File: config.mk
export PLATFORM = sky130hd
export DESIGN_NAME = chan_seq_scheduler_flat
export DESIGN_NICKNAME = d
export VERILOG_FILES = /design/src/rtl/chan_seq_pkg.sv /design/src/rtl/chan_seq_scheduler_if.sv /design/src/rtl/chan_seq_next_sel.sv /design/src/rtl/chan_seq_scheduler.sv /design/src/flat_wrapper.sv
export SDC_FILE = /design/constraint.sdc
export NUM_CORES = 1
export LEC_CHECK = 0
export CORE_ASPECT_RATIO = 0.5
export CORE_MARGIN = 2
export CORE_UTILIZATION = 40
export DETAILED_ROUTE_END_ITERATION = 12
export PLACE_DENSITY = 0.6
export SYNTH_ARGS = -nofsm -noshare
export SYNTH_HDL_FRONTEND = slang
export SYNTH_SLANG_ARGS = --single-unit
File: constraint.sdc
create_clock -name clk -period 2.52 [get_ports clk]
set_input_delay 0.378 -clock clk [delete_from_list [all_inputs] [get_ports clk]]
set_output_delay 0.378 -clock clk [all_outputs]
set_load 0.005 [all_outputs]
File: src/rtl/chan_seq_pkg.sv
// Shared types and constants for the channel capture scheduler.
// Optional feature macro: CHAN_SEQ_CONTINUOUS_EN (rolling-window capture).
package chan_seq_pkg;

    typedef enum logic [1:0] {
        IDLE    = 2'd0,
        WAIT    = 2'd1,
        CAPTURE = 2'd2,
        DONE    = 2'd3
    } state_e;

    localparam int NUM_CHANNELS_DEF = 7;
    localparam int DEPTH_DEF        = 10;
    localparam int CHAN_IDX_W       = $clog2(NUM_CHANNELS_DEF);
    localparam int SWEEP_W          = $clog2(DEPTH_DEF);
    localparam int MIN_PERIOD       = 2;

    // Width of an index/count field; never narrower than one bit.
    function automatic int width_of(input int n);
        return (n > 1) ? $clog2(n) : 1;
    endfunction

    // Index of the lowest set bit of a mask of up to 16 channels.
    function automatic logic [3:0] lowest_set(input logic [15:0] m);
        logic [3:0] idx;
        idx = 4'd0;
        for (int i = 15; i >= 0; i--) begin
            if (m[i]) begin
                idx = 4'(i);
            end
        end
        return idx;
    endfunction

endpackage

File: src/rtl/chan_seq_scheduler_if.sv
// Control and strobe bundle between a frame controller and the capture scheduler.
interface chan_seq_scheduler_if #(
    parameter int NUM_CHANNELS = 7,
    parameter int DEPTH        = 10,
    parameter int PERIOD_W     = 16
);
    localparam int IW = chan_seq_pkg::width_of(NUM_CHANNELS);
    localparam int SW = chan_seq_pkg::width_of(DEPTH);

    logic                    start;
    logic                    stop;
    logic [NUM_CHANNELS-1:0] chan_mask;
    logic [PERIOD_W-1:0]     period;
    logic [NUM_CHANNELS-1:0] shift_en;
    logic [IW-1:0]           cur_chan;
    logic [SW-1:0]           sweep_cnt;
    logic                    busy;
    logic                    frame_done;
    logic                    frame_ready;
    logic                    start_err;

    modport master (
        output start, stop, chan_mask, period,
        input  shift_en, cur_chan, sweep_cnt, busy, frame_done, frame_ready, start_err
    );

    modport slave (
        input  start, stop, chan_mask, period,
        output shift_en, cur_chan, sweep_cnt, busy, frame_done, frame_ready, start_err
    );

endinterface

File: src/rtl/chan_seq_next_sel.sv
// Round-robin selector: next enabled channel above the current one, wrapping to the lowest.
module chan_seq_next_sel
    import chan_seq_pkg::*;
#(
    parameter int NUM_CHANNELS = 7,
    parameter int IDX_W        = width_of(NUM_CHANNELS)
) (
    input  logic [NUM_CHANNELS-1:0] mask_i,
    input  logic [IDX_W-1:0]        idx_i,
    output logic [IDX_W-1:0]        next_idx_o,
    output logic                    wrapped_o
);

    logic             found_above;
    logic [IDX_W-1:0] above_idx;
    logic [IDX_W-1:0] lowest_idx;

    // Scan from the top so the last hit is the lowest candidate in each class.
    always_comb begin
        found_above = 1'b0;
        above_idx   = '0;
        lowest_idx  = '0;
        for (int i = NUM_CHANNELS - 1; i >= 0; i--) begin
            if (mask_i[i]) begin
                lowest_idx = IDX_W'(i);
                if (i > int'(idx_i)) begin
                    above_idx   = IDX_W'(i);
                    found_above = 1'b1;
                end
            end
        end
        next_idx_o = found_above ? above_idx : lowest_idx;
        wrapped_o  = ~found_above;
    end

endmodule

File: src/rtl/chan_seq_scheduler.sv
// Capture scheduler: paces one-hot shift strobes round-robin over enabled channels.
// Optional macro CHAN_SEQ_CONTINUOUS_EN: keep capturing after each frame instead of stopping in DONE.
module chan_seq_scheduler
    import chan_seq_pkg::*;
#(
    parameter int NUM_CHANNELS = 7,
    parameter int DEPTH        = 10,
    parameter int PERIOD_W     = 16
) (
    input logic                 clk,
    input logic                 reset,
    chan_seq_scheduler_if.slave sched_io
);

    localparam int IW = width_of(NUM_CHANNELS);
    localparam int SW = width_of(DEPTH);

    state_e                  state_q, state_d;
    logic [PERIOD_W-1:0]     timer_q, timer_d;
    logic [PERIOD_W-1:0]     reload_q, reload_d;
    logic [NUM_CHANNELS-1:0] mask_q, mask_d;
    logic [IW-1:0]           cur_q, cur_d;
    logic [SW-1:0]           sweep_q, sweep_d;
    logic                    start_err_q, start_err_d;

    logic [IW-1:0]           next_idx;
    logic                    wrapped;
    logic [IW-1:0]           first_idx;
    logic [PERIOD_W-1:0]     eff_period;
    logic                    frame_end;

    chan_seq_next_sel #(
        .NUM_CHANNELS(NUM_CHANNELS),
        .IDX_W       (IW)
    ) u_next_sel (
        .mask_i    (mask_q),
        .idx_i     (cur_q),
        .next_idx_o(next_idx),
        .wrapped_o (wrapped)
    );

    assign first_idx  = IW'(lowest_set(16'(sched_io.chan_mask)));
    assign eff_period = (sched_io.period < PERIOD_W'(MIN_PERIOD)) ? PERIOD_W'(MIN_PERIOD)
                                                                   : sched_io.period;
    assign frame_end  = wrapped && (sweep_q == SW'(DEPTH - 1));

    // Next-state logic: start/stop handling, interval countdown, channel and sweep stepping.
    always_comb begin
        state_d     = state_q;
        timer_d     = timer_q;
        reload_d    = reload_q;
        mask_d      = mask_q;
        cur_d       = cur_q;
        sweep_d     = sweep_q;
        start_err_d = 1'b0;
        case (state_q)
            IDLE, DONE: begin
                if (state_q == DONE && sched_io.stop) begin
                    state_d = IDLE;
                end else if (sched_io.start) begin
                    if (sched_io.chan_mask != '0) begin
                        mask_d   = sched_io.chan_mask;
                        reload_d = eff_period - PERIOD_W'(MIN_PERIOD);
                        timer_d  = eff_period - PERIOD_W'(MIN_PERIOD);
                        cur_d    = first_idx;
                        sweep_d  = '0;
                        state_d  = WAIT;
                    end else begin
                        start_err_d = 1'b1;
                    end
                end
            end
            WAIT: begin
                if (sched_io.stop) begin
                    state_d = IDLE;
                end else if (timer_q == '0) begin
                    state_d = CAPTURE;
                end else begin
                    timer_d = timer_q - PERIOD_W'(1);
                end
            end
            CAPTURE: begin
                if (sched_io.stop) begin
                    state_d = IDLE;
                end else if (frame_end) begin
`ifdef CHAN_SEQ_CONTINUOUS_EN
                    sweep_d = '0;
                    cur_d   = next_idx;
                    timer_d = reload_q;
                    state_d = WAIT;
`else
                    state_d = DONE;
`endif
                end else begin
                    if (wrapped) begin
                        sweep_d = sweep_q + SW'(1);
                    end
                    cur_d   = next_idx;
                    timer_d = reload_q;
                    state_d = WAIT;
                end
            end
            default: state_d = IDLE;
        endcase
    end

    // State and datapath registers with synchronous active-high reset.
    always_ff @(posedge clk) begin
        if (reset) begin
            state_q     <= IDLE;
            timer_q     <= '0;
            reload_q    <= '0;
            mask_q      <= '0;
            cur_q       <= '0;
            sweep_q     <= '0;
            start_err_q <= 1'b0;
        end else begin
            state_q     <= state_d;
            timer_q     <= timer_d;
            reload_q    <= reload_d;
            mask_q      <= mask_d;
            cur_q       <= cur_d;
            sweep_q     <= sweep_d;
            start_err_q <= start_err_d;
        end
    end

    assign sched_io.shift_en    = (state_q == CAPTURE) ? (NUM_CHANNELS'(1) << cur_q) : '0;
    assign sched_io.cur_chan    = cur_q;
    assign sched_io.sweep_cnt   = sweep_q;
    assign sched_io.busy        = (state_q == WAIT) || (state_q == CAPTURE);
    assign sched_io.frame_done  = (state_q == CAPTURE) && frame_end;
    assign sched_io.frame_ready = (state_q == DONE);
    assign sched_io.start_err   = start_err_q;

endmodule

File: src/flat_wrapper.sv
// flat-port wrapper written by rule: the top's interface ports become plain ports
module chan_seq_scheduler_flat import chan_seq_pkg::*;
#(
    parameter int NUM_CHANNELS = 7,
    parameter int DEPTH        = 10,
    parameter int PERIOD_W     = 16
)
  (clk, reset, sched_io_start, sched_io_stop, sched_io_chan_mask, sched_io_period, sched_io_shift_en, sched_io_cur_chan, sched_io_sweep_cnt, sched_io_busy, sched_io_frame_done, sched_io_frame_ready, sched_io_start_err);
  chan_seq_scheduler_if #(.NUM_CHANNELS(NUM_CHANNELS), .DEPTH(DEPTH), .PERIOD_W(PERIOD_W)) sched_io_i ();
  input logic clk;
  input logic reset;
  input wire logic [$bits(sched_io_i.start)-1:0] sched_io_start;
  input wire logic [$bits(sched_io_i.stop)-1:0] sched_io_stop;
  input wire logic [$bits(sched_io_i.chan_mask)-1:0] sched_io_chan_mask;
  input wire logic [$bits(sched_io_i.period)-1:0] sched_io_period;
  output wire logic [$bits(sched_io_i.shift_en)-1:0] sched_io_shift_en;
  output wire logic [$bits(sched_io_i.cur_chan)-1:0] sched_io_cur_chan;
  output wire logic [$bits(sched_io_i.sweep_cnt)-1:0] sched_io_sweep_cnt;
  output wire logic [$bits(sched_io_i.busy)-1:0] sched_io_busy;
  output wire logic [$bits(sched_io_i.frame_done)-1:0] sched_io_frame_done;
  output wire logic [$bits(sched_io_i.frame_ready)-1:0] sched_io_frame_ready;
  output wire logic [$bits(sched_io_i.start_err)-1:0] sched_io_start_err;
  assign sched_io_i.start = sched_io_start;
  assign sched_io_i.stop = sched_io_stop;
  assign sched_io_i.chan_mask = sched_io_chan_mask;
  assign sched_io_i.period = sched_io_period;
  assign sched_io_shift_en = sched_io_i.shift_en;
  assign sched_io_cur_chan = sched_io_i.cur_chan;
  assign sched_io_sweep_cnt = sched_io_i.sweep_cnt;
  assign sched_io_busy = sched_io_i.busy;
  assign sched_io_frame_done = sched_io_i.frame_done;
  assign sched_io_frame_ready = sched_io_i.frame_ready;
  assign sched_io_start_err = sched_io_i.start_err;
  chan_seq_scheduler #(.NUM_CHANNELS(NUM_CHANNELS), .DEPTH(DEPTH), .PERIOD_W(PERIOD_W)) u_core (.clk(clk), .reset(reset), .sched_io(sched_io_i));
endmodule
==> results.yml, run 1 <==
floorplanning:
  ios: 45
  core-area_mm2: 0.00791
  fp.dieH_um: 67.4
  die-area_mm2: 0.00883
  fp-row-count: 23
  initial_core_util_pct: 40.7
  die_w_um: 131
clock_tree:
  cts_buffer_depth: 2
  insertion_delay_ns: 0.30
  path_clk_slew_ns: 0.07
  cts_sinks: 49
  cts_tree: "done"
  cts_buffers: 5
  h-tree-depth: 2
  cts_hold_buf: 0
  cts-root-buf: "clkbuf_16"
timing:
  slew_headroom_pct: 59.2
  worst_pin_slew_ns: 0.612
  finalSetupViolCount: 0
  finalSetupTns_ns: 0
  finalWorstSetupSlack_ns: 0.0796
  hold_violations: 0
  skew_ns: 0.00911
  hold-worst-slack_ns: 0.462
  fin_crit_sh_pct: 96.8
  drv_slew: 0
  fmax_mhz: 410
  fin_crit_ns: 2.44
placed_design:
  port_buffers: 44
  post-place-ws_ns: -0.423
  place.gp.congestion: 0.848
  dpl_cell_area_mm2: 0.00415
  dp_hpwl_mm: 6.15
  place_inst: 602
power_and_ir_drop:
  ir_worst_vdd_mv: 0.320
  p_per_area_mw_per_mm2: 639
  leakagePower_nw: 1.82
  finalPower_mw: 2.86
flow_run:
  drv_cap: 0
global_route:
  antenna_found_initial: 0
  grt_pass1_wl_mm: 14.5
  grt_usage_pct: 20.9
  grt-ovfl-total: 0
  grt_max_degree: 46
  grt_pass1_vias: 3051
final_layout:
  fill_cells: 762
  multi_input_area_mm2: 0.00211
  drive_gt1_share_pct: 19.3
  fin_util_pct: 56.5
  area_growth_pct: 38.9
  area.sequential_um2: 982
  antenna_cells: 0
  fin_cells: 615
  finalNetCount: 536
  final_cell_area_mm2: 0.00447
synthesis:
  synth_fp_nets: 449
  synth_edf_count: 0
  muxShareOfSynthArea_pct: 1.90
  synth_area_mm2: 0.00322
  synth_compound_area_share_pct: 27.7
  ys.flop_type: "dfxtp_1"
  synth_adder_area_share_pct: 2.72
  yosysSeqAreaShare_pct: 30.5
  synth_cells: 415
  synth_cell_types: 62
  ys_ff_latch: 49
  yosysWarnings: 0
  synth_top_family_by_area: "compound AO/OA/AOI/OAI gates"
  avgSynthCellArea_um2: 7.76
  yosys.area_share.simple_pct: 26.7
  synth_xor_area_share_pct: 4.35
  synth-async-reset-ratio_pct: 0
setup_path:
  worstPathRequired_ns: 2.14
  rr_worst_depth: 9
  critPathKind: "reg2out"
  regToRegSetupSlack_ns: 0.17
  slowest_delay_ns: 0.50
  startpoint_type: "register"
  cp_slowest_cell: "clkdlybuf4s50_1"
  timing.rr.end: "u_core.timer_q[14]"
  cp_max_fo: 6
  arrival_ns: 2.06
  critPathCaptureType: "primary output"
  r2r_start: "u_core.timer_q[0]"
  crit_chain: "or3_1 -> o211ai_1 -> nand4_4 -> inv_1 -> clkdlybuf4s50_1"
detailed_routing:
  vias: 3316
  drt-wirelength-per-cell_um: 14.2
  via_per_inst: 5.39
  drt_iter0_markers: 220
  first_pass_iters: 4
  routed_wl_mm: 8.73
  drc: 0
  ant_nets: 0
outcome:
  status: "finished, final reports clean"
worst_hold_path:
  worstHoldStart: "u_core.reload_q[1]"
  hold_depth: 2
  hold_end: "u_core.reload_q[1]"
  hp-class: "reg2reg"
-- cells in the mapped netlist, types with 3 or more instances --
master     n  share of area, %
nor2_1    41               4.8
a221oi_1  10               2.7
a211oi_1  16               3.7
a211o_1    8               2.2
nor2b_1    4              0.78
nor3b_1    3              0.70
nand2b_1   8               1.6
xor2_1     7               1.9
xnor2_1    9               2.4
o21ai_0   12               1.9
or3_1      9               1.7
nor4_1     4              0.78
dfxtp_1   49                30
o21ai_1    3              0.47
clkbuf_1  14               1.6
mux2i_1    5               1.6
ha_1       7               2.7
buf_2      7               1.1
inv_1     17               2.0
a21oi_1   45               7.0
o211ai_1   9               2.1
a22oi_1    7               1.6
or4_1      7               1.6
nand2_1   52               6.1
buf_6      3               1.0
nor3_1    10               1.6
nand3_1    4              0.62
-- state kept, by name (all words and copies together), names as in the netlist --
register,cells
u_core.sched_io.sweep_cnt,4
u_core.reload_q,16
u_core.sched_io.cur_chan,3
u_core.sched_io.start_err,1
u_core.timer_q,16
u_core.state_q,2
u_core.mask_q,7
-- cell type report --
cell class,instances,area share [%]
Multi-Input combinational cell,323,47.3
Clock buffer,5,2.80
Clock inverter,3,1.12
Tap cell,112,3.13
Sequential cell,49,22.0
Timing Repair Buffer,106,22.3
Inverter,17,1.43
-- power breakdown --
part	switching, mW	internal (mW)
Sequential	0.102	0.875
Clock	0.324	0.478
Combinational	0.565	0.512
-- kinds of logic (layout without fill, tap and decap cells) --
family | count (synthesis) | count (layout)
AND/OR/NAND/NOR | 163 | 163
AO/OA/AOI/OAI | 131 | 131
flip-flops | 49 | 49
buffers and inverters | 43 | 131
XOR/XNOR | 16 | 16
adder cells (fa/ha/maj) | 7 | 7
multiplexers | 6 | 6
-- worst max path at each step --
stage	slack, ns	endpoint	depth (start not counted)	startpoint
after floorplan	0.001	u_core.timer_q[9]	10	sched_io_period[11]
after global placement	-0.36	u_core.timer_q[9]	11	sched_io_period[11]
after detailed placement	-0.42	u_core.timer_q[9]	11	sched_io_period[11]
after CTS	0.004	u_core.timer_q[13]	12	sched_io_period[10]
after global routing	-0.001	u_core.timer_q[15]	12	sched_io_period[9]
final	0.08	sched_io_frame_done	5	u_core.mask_q[6]
-- critical path, delay by kind of cell, from the launching register on --
family | cells | cell delay [ns]
DFF | 1 | 0.36
AOI/OAI and AO/OA | 1 | 0.21
buffers and inverters | 2 | 0.61
and+or+nand+nor | 2 | 0.59
-- cells in the final DEF (no fill, tap or decap), types with 3 or more instances in the layout --
cell type        count
clkbuf_16            5
nand2_1             52
dlymetal6s2s_1      12
nor3b_1              3
dlygate4sd2_1        3
dfxtp_1             48
a211oi_1            15
buf_4               57
nand2b_1             8
a21oi_1             45
nor2_1              41
a221oi_1            10
o21ai_1              4
ha_1                 6
buf_12               5
a22oi_1              6
clkdlybuf4s50_1     29
nor3_1              10
nor2b_1              4
nand3_1              4
a211o_1              8
nor4_4               3
o211ai_1             9
or4_1                7
mux2i_1              5
or3_1                8
inv_1               17
o21ai_0             11
xor2_1               7
xnor2_1              7
-- per-layer routing --
metal / share of wire, % / global-route usage, %
met5: 0 / 0
met4: 0.77 / 4.26
met3: 5.0 / 2.85
met2: 45 / 35.5
met1: 49 / 28.7
-- timing repair --
item,in CTS,in global routing
pin swaps,14,14
cloned,0,0
gates resized for setup,8,21
buffers inserted,4,1
endpoints found under the setup margin,7,12
Note: power is estimated with default switching activity, not from simulation.
==> run 2, diff against run 1 <==
--- a/config.mk
+++ b/config.mk
@@ -10,5 +10,5 @@
 export CORE_UTILIZATION = 40
 export DETAILED_ROUTE_END_ITERATION = 12
-export PLACE_DENSITY = 0.6
+export PLACE_DENSITY = 0.57
 export SYNTH_ARGS = -nofsm -noshare
 export SYNTH_HDL_FRONTEND = slang
==> constraint.sdc (replaced) <==
create_clock -name clk -period 3.02 [get_ports clk]
set_input_delay 0.453 -clock clk [delete_from_list [all_inputs] [get_ports clk]]
set_output_delay 0.453 -clock clk [all_outputs]
set_load 0.02 [all_outputs]
==> run 2 against run 1 <==
Sequential share of layout area grew 2.2 points. Die area did not move. Sequential power fell by 15%.
==> results.yml, run 2 (synthesis gave the netlist of run 1 again) <==
floorplanning:
  ios: 45
  die-area_mm2: 0.00883
  core-area_mm2: 0.00791
  fp.dieH_um: 67.4
  initial_core_util_pct: 40.7
  die_w_um: 131
  fp-row-count: 23
worst_hold_path:
  hp-class: "reg2reg"
setup_path:
  timing.rr.end: "u_core.timer_q[1]"
  cp_max_fo: 13
  regToRegSetupSlack_ns: 0.48
  critPathCaptureType: "primary output"
  arrival_ns: 2.31
  worstPathRequired_ns: 2.57
  r2r_start: "u_core.timer_q[0]"
  critPathKind: "reg2out"
  crit_start: "u_core.sched_io.cur_chan[0]"
  rr_worst_depth: 9
  endpoint: "sched_io_frame_done"
  startpoint_type: "register"
placed_design:
  place.gp.congestion: 0.884
  post-place-ws_ns: 0.0242
  dpl_cell_area_mm2: 0.00391
  port_buffers: 44
  dp_hpwl_mm: 6.36
final_layout:
  layout.cells.most_common: "nand2_1"
  final_cell_mix: "nand2_1, dfxtp_1, a21oi_1, clkdlybuf4s50_1, nor2_1"
  area_growth_pct: 26.4
  finalNetCount: 505
  antenna_cells: 0
  drive_gt1_share_pct: 11.9
  final_cell_area_mm2: 0.00407
  largestRegisters: "u_core.reload_q (16), u_core.timer_q (16), u_core.mask_q (7)"
timing:
  drv_slew: 0
  slew_headroom_pct: 29.3
  rsz0062_at_grt: "false"
  fin_crit_ns: 2.76
  finalSetupTns_ns: 0
  finalWorstSetupSlack_ns: 0.257
  hold_violations: 0
  finalSetupViolCount: 0
  worst_pin_slew_ns: 1.06
  skew_ns: 0.0106
  fin_crit_sh_pct: 91.5
  fmax_mhz: 362
global_route:
  grt_max_degree: 35
  grt-ovfl-total: 0
  grt_usage_pct: 20.3
  grt_pass1_vias: 2973
  antenna_found_initial: 0
  grt_pass1_wl_mm: 14.2
detailed_routing:
  vias: 3266
  drt_iter0_markers: 264
  drt-wirelength-per-cell_um: 14.8
  routed_wl_mm: 8.63
  via_per_inst: 5.59
  drc: 0
  first_pass_iters: 5
  ant_nets: 0
power_and_ir_drop:
  leakagePower_nw: 1.51
  p_per_area_mw_per_mm2: 549
  ir_worst_vdd_mv: 0.263
clock_tree:
  cts_setup_buffers: 0
  path_clk_slew_ns: 0.07
  cts_tree: "done"
  h-tree-depth: 2
  cts_sinks: 49
  cts_buffer_depth: 2
  cts_buffers: 5
  insertion_delay_ns: 0.29
  cts-root-buf: "clkbuf_16"
outcome:
  status: "finished, final reports clean"
flow_run:
  drv_cap: 0
## run 2: worst max-delay path, stage by stage, from the launching register on
cell and delay, ns:
dfxtp_1 0.59, nor2b_1 0.13, o211ai_1 0.34, nand4_4 0.23, inv_1 0.13, clkdlybuf4s50_1 0.61
## run 2: area by class of cell
cell class | count | area (um2)
flip-flops and latches | 49 | 982
well taps | 112 | 140
multi-input cells | 323 | 2040
repair buffers | 75 | 686
clock inverters | 2 | 16.3
clock buffers | 6 | 139
inverters | 17 | 63.8
fillers | 764 | 3840
## run 2: worst min path at each step
| stage | from | to | slack [ns] | cells past startpoint |
|---|---|---|---|---|
| 3_3_place_gp | u_core.reload_q[1] | u_core.reload_q[1] | 0.45 | 2 |
| 3_5_place_dp | u_core.reload_q[1] | u_core.reload_q[1] | 0.45 | 2 |
| 5_1_grt | u_core.reload_q[0] | u_core.reload_q[0] | 0.49 | 2 |
| 6_report | u_core.reload_q[1] | u_core.reload_q[1] | 0.46 | 2 |
| 4_1_cts | u_core.reload_q[1] | u_core.reload_q[1] | 0.46 | 2 |
| 2_1_floorplan | u_core.reload_q[0] | u_core.reload_q[0] | 0.44 | 2 |
## run 2: stage by stage
step | instances | total power [mW] | util [%] | hold slack (ns)
3_3_place_gp | 576 | 1.64 | 49.4 | 0.447
6_report | 584 | 2.23 | 51.4 | 0.458
3_5_place_dp | 576 | 1.65 | 49.4 | 0.451
4_1_cts | 584 | 2.24 | 51.4 | 0.461
2_1_floorplan | 415 | 1.42 | - | 0.436
5_1_grt | 584 | 2.38 | 51.4 | 0.489
## run 2: power by group
part | internal (mW) | switching, mW
sequential | 0.731 | 0.0960
combinational | 0.363 | 0.456
clock | 0.333 | 0.254
## run 2: metal layers
| metal | vias to the layer above | track usage [%] | part of all wire (%) |
|---|---|---|---|
| met5 | - | 0 | 0 |
| met4 | 0 | 3.72 | 0.76 |
| met3 | 8 | 3.09 | 4.9 |
| met2 | 95 | 35.2 | 46 |
| met1 | 1528 | 27.3 | 48 |
| li1 | 1635 | - | - |
## run 2: what timing repair did
| item | 4_1_cts | 5_1_grt |
|---|---|---|
| resized for setup | 0 | 1 |
| endpoints found under the setup margin | 0 | 1 |
| hold buffers | 0 | 0 |
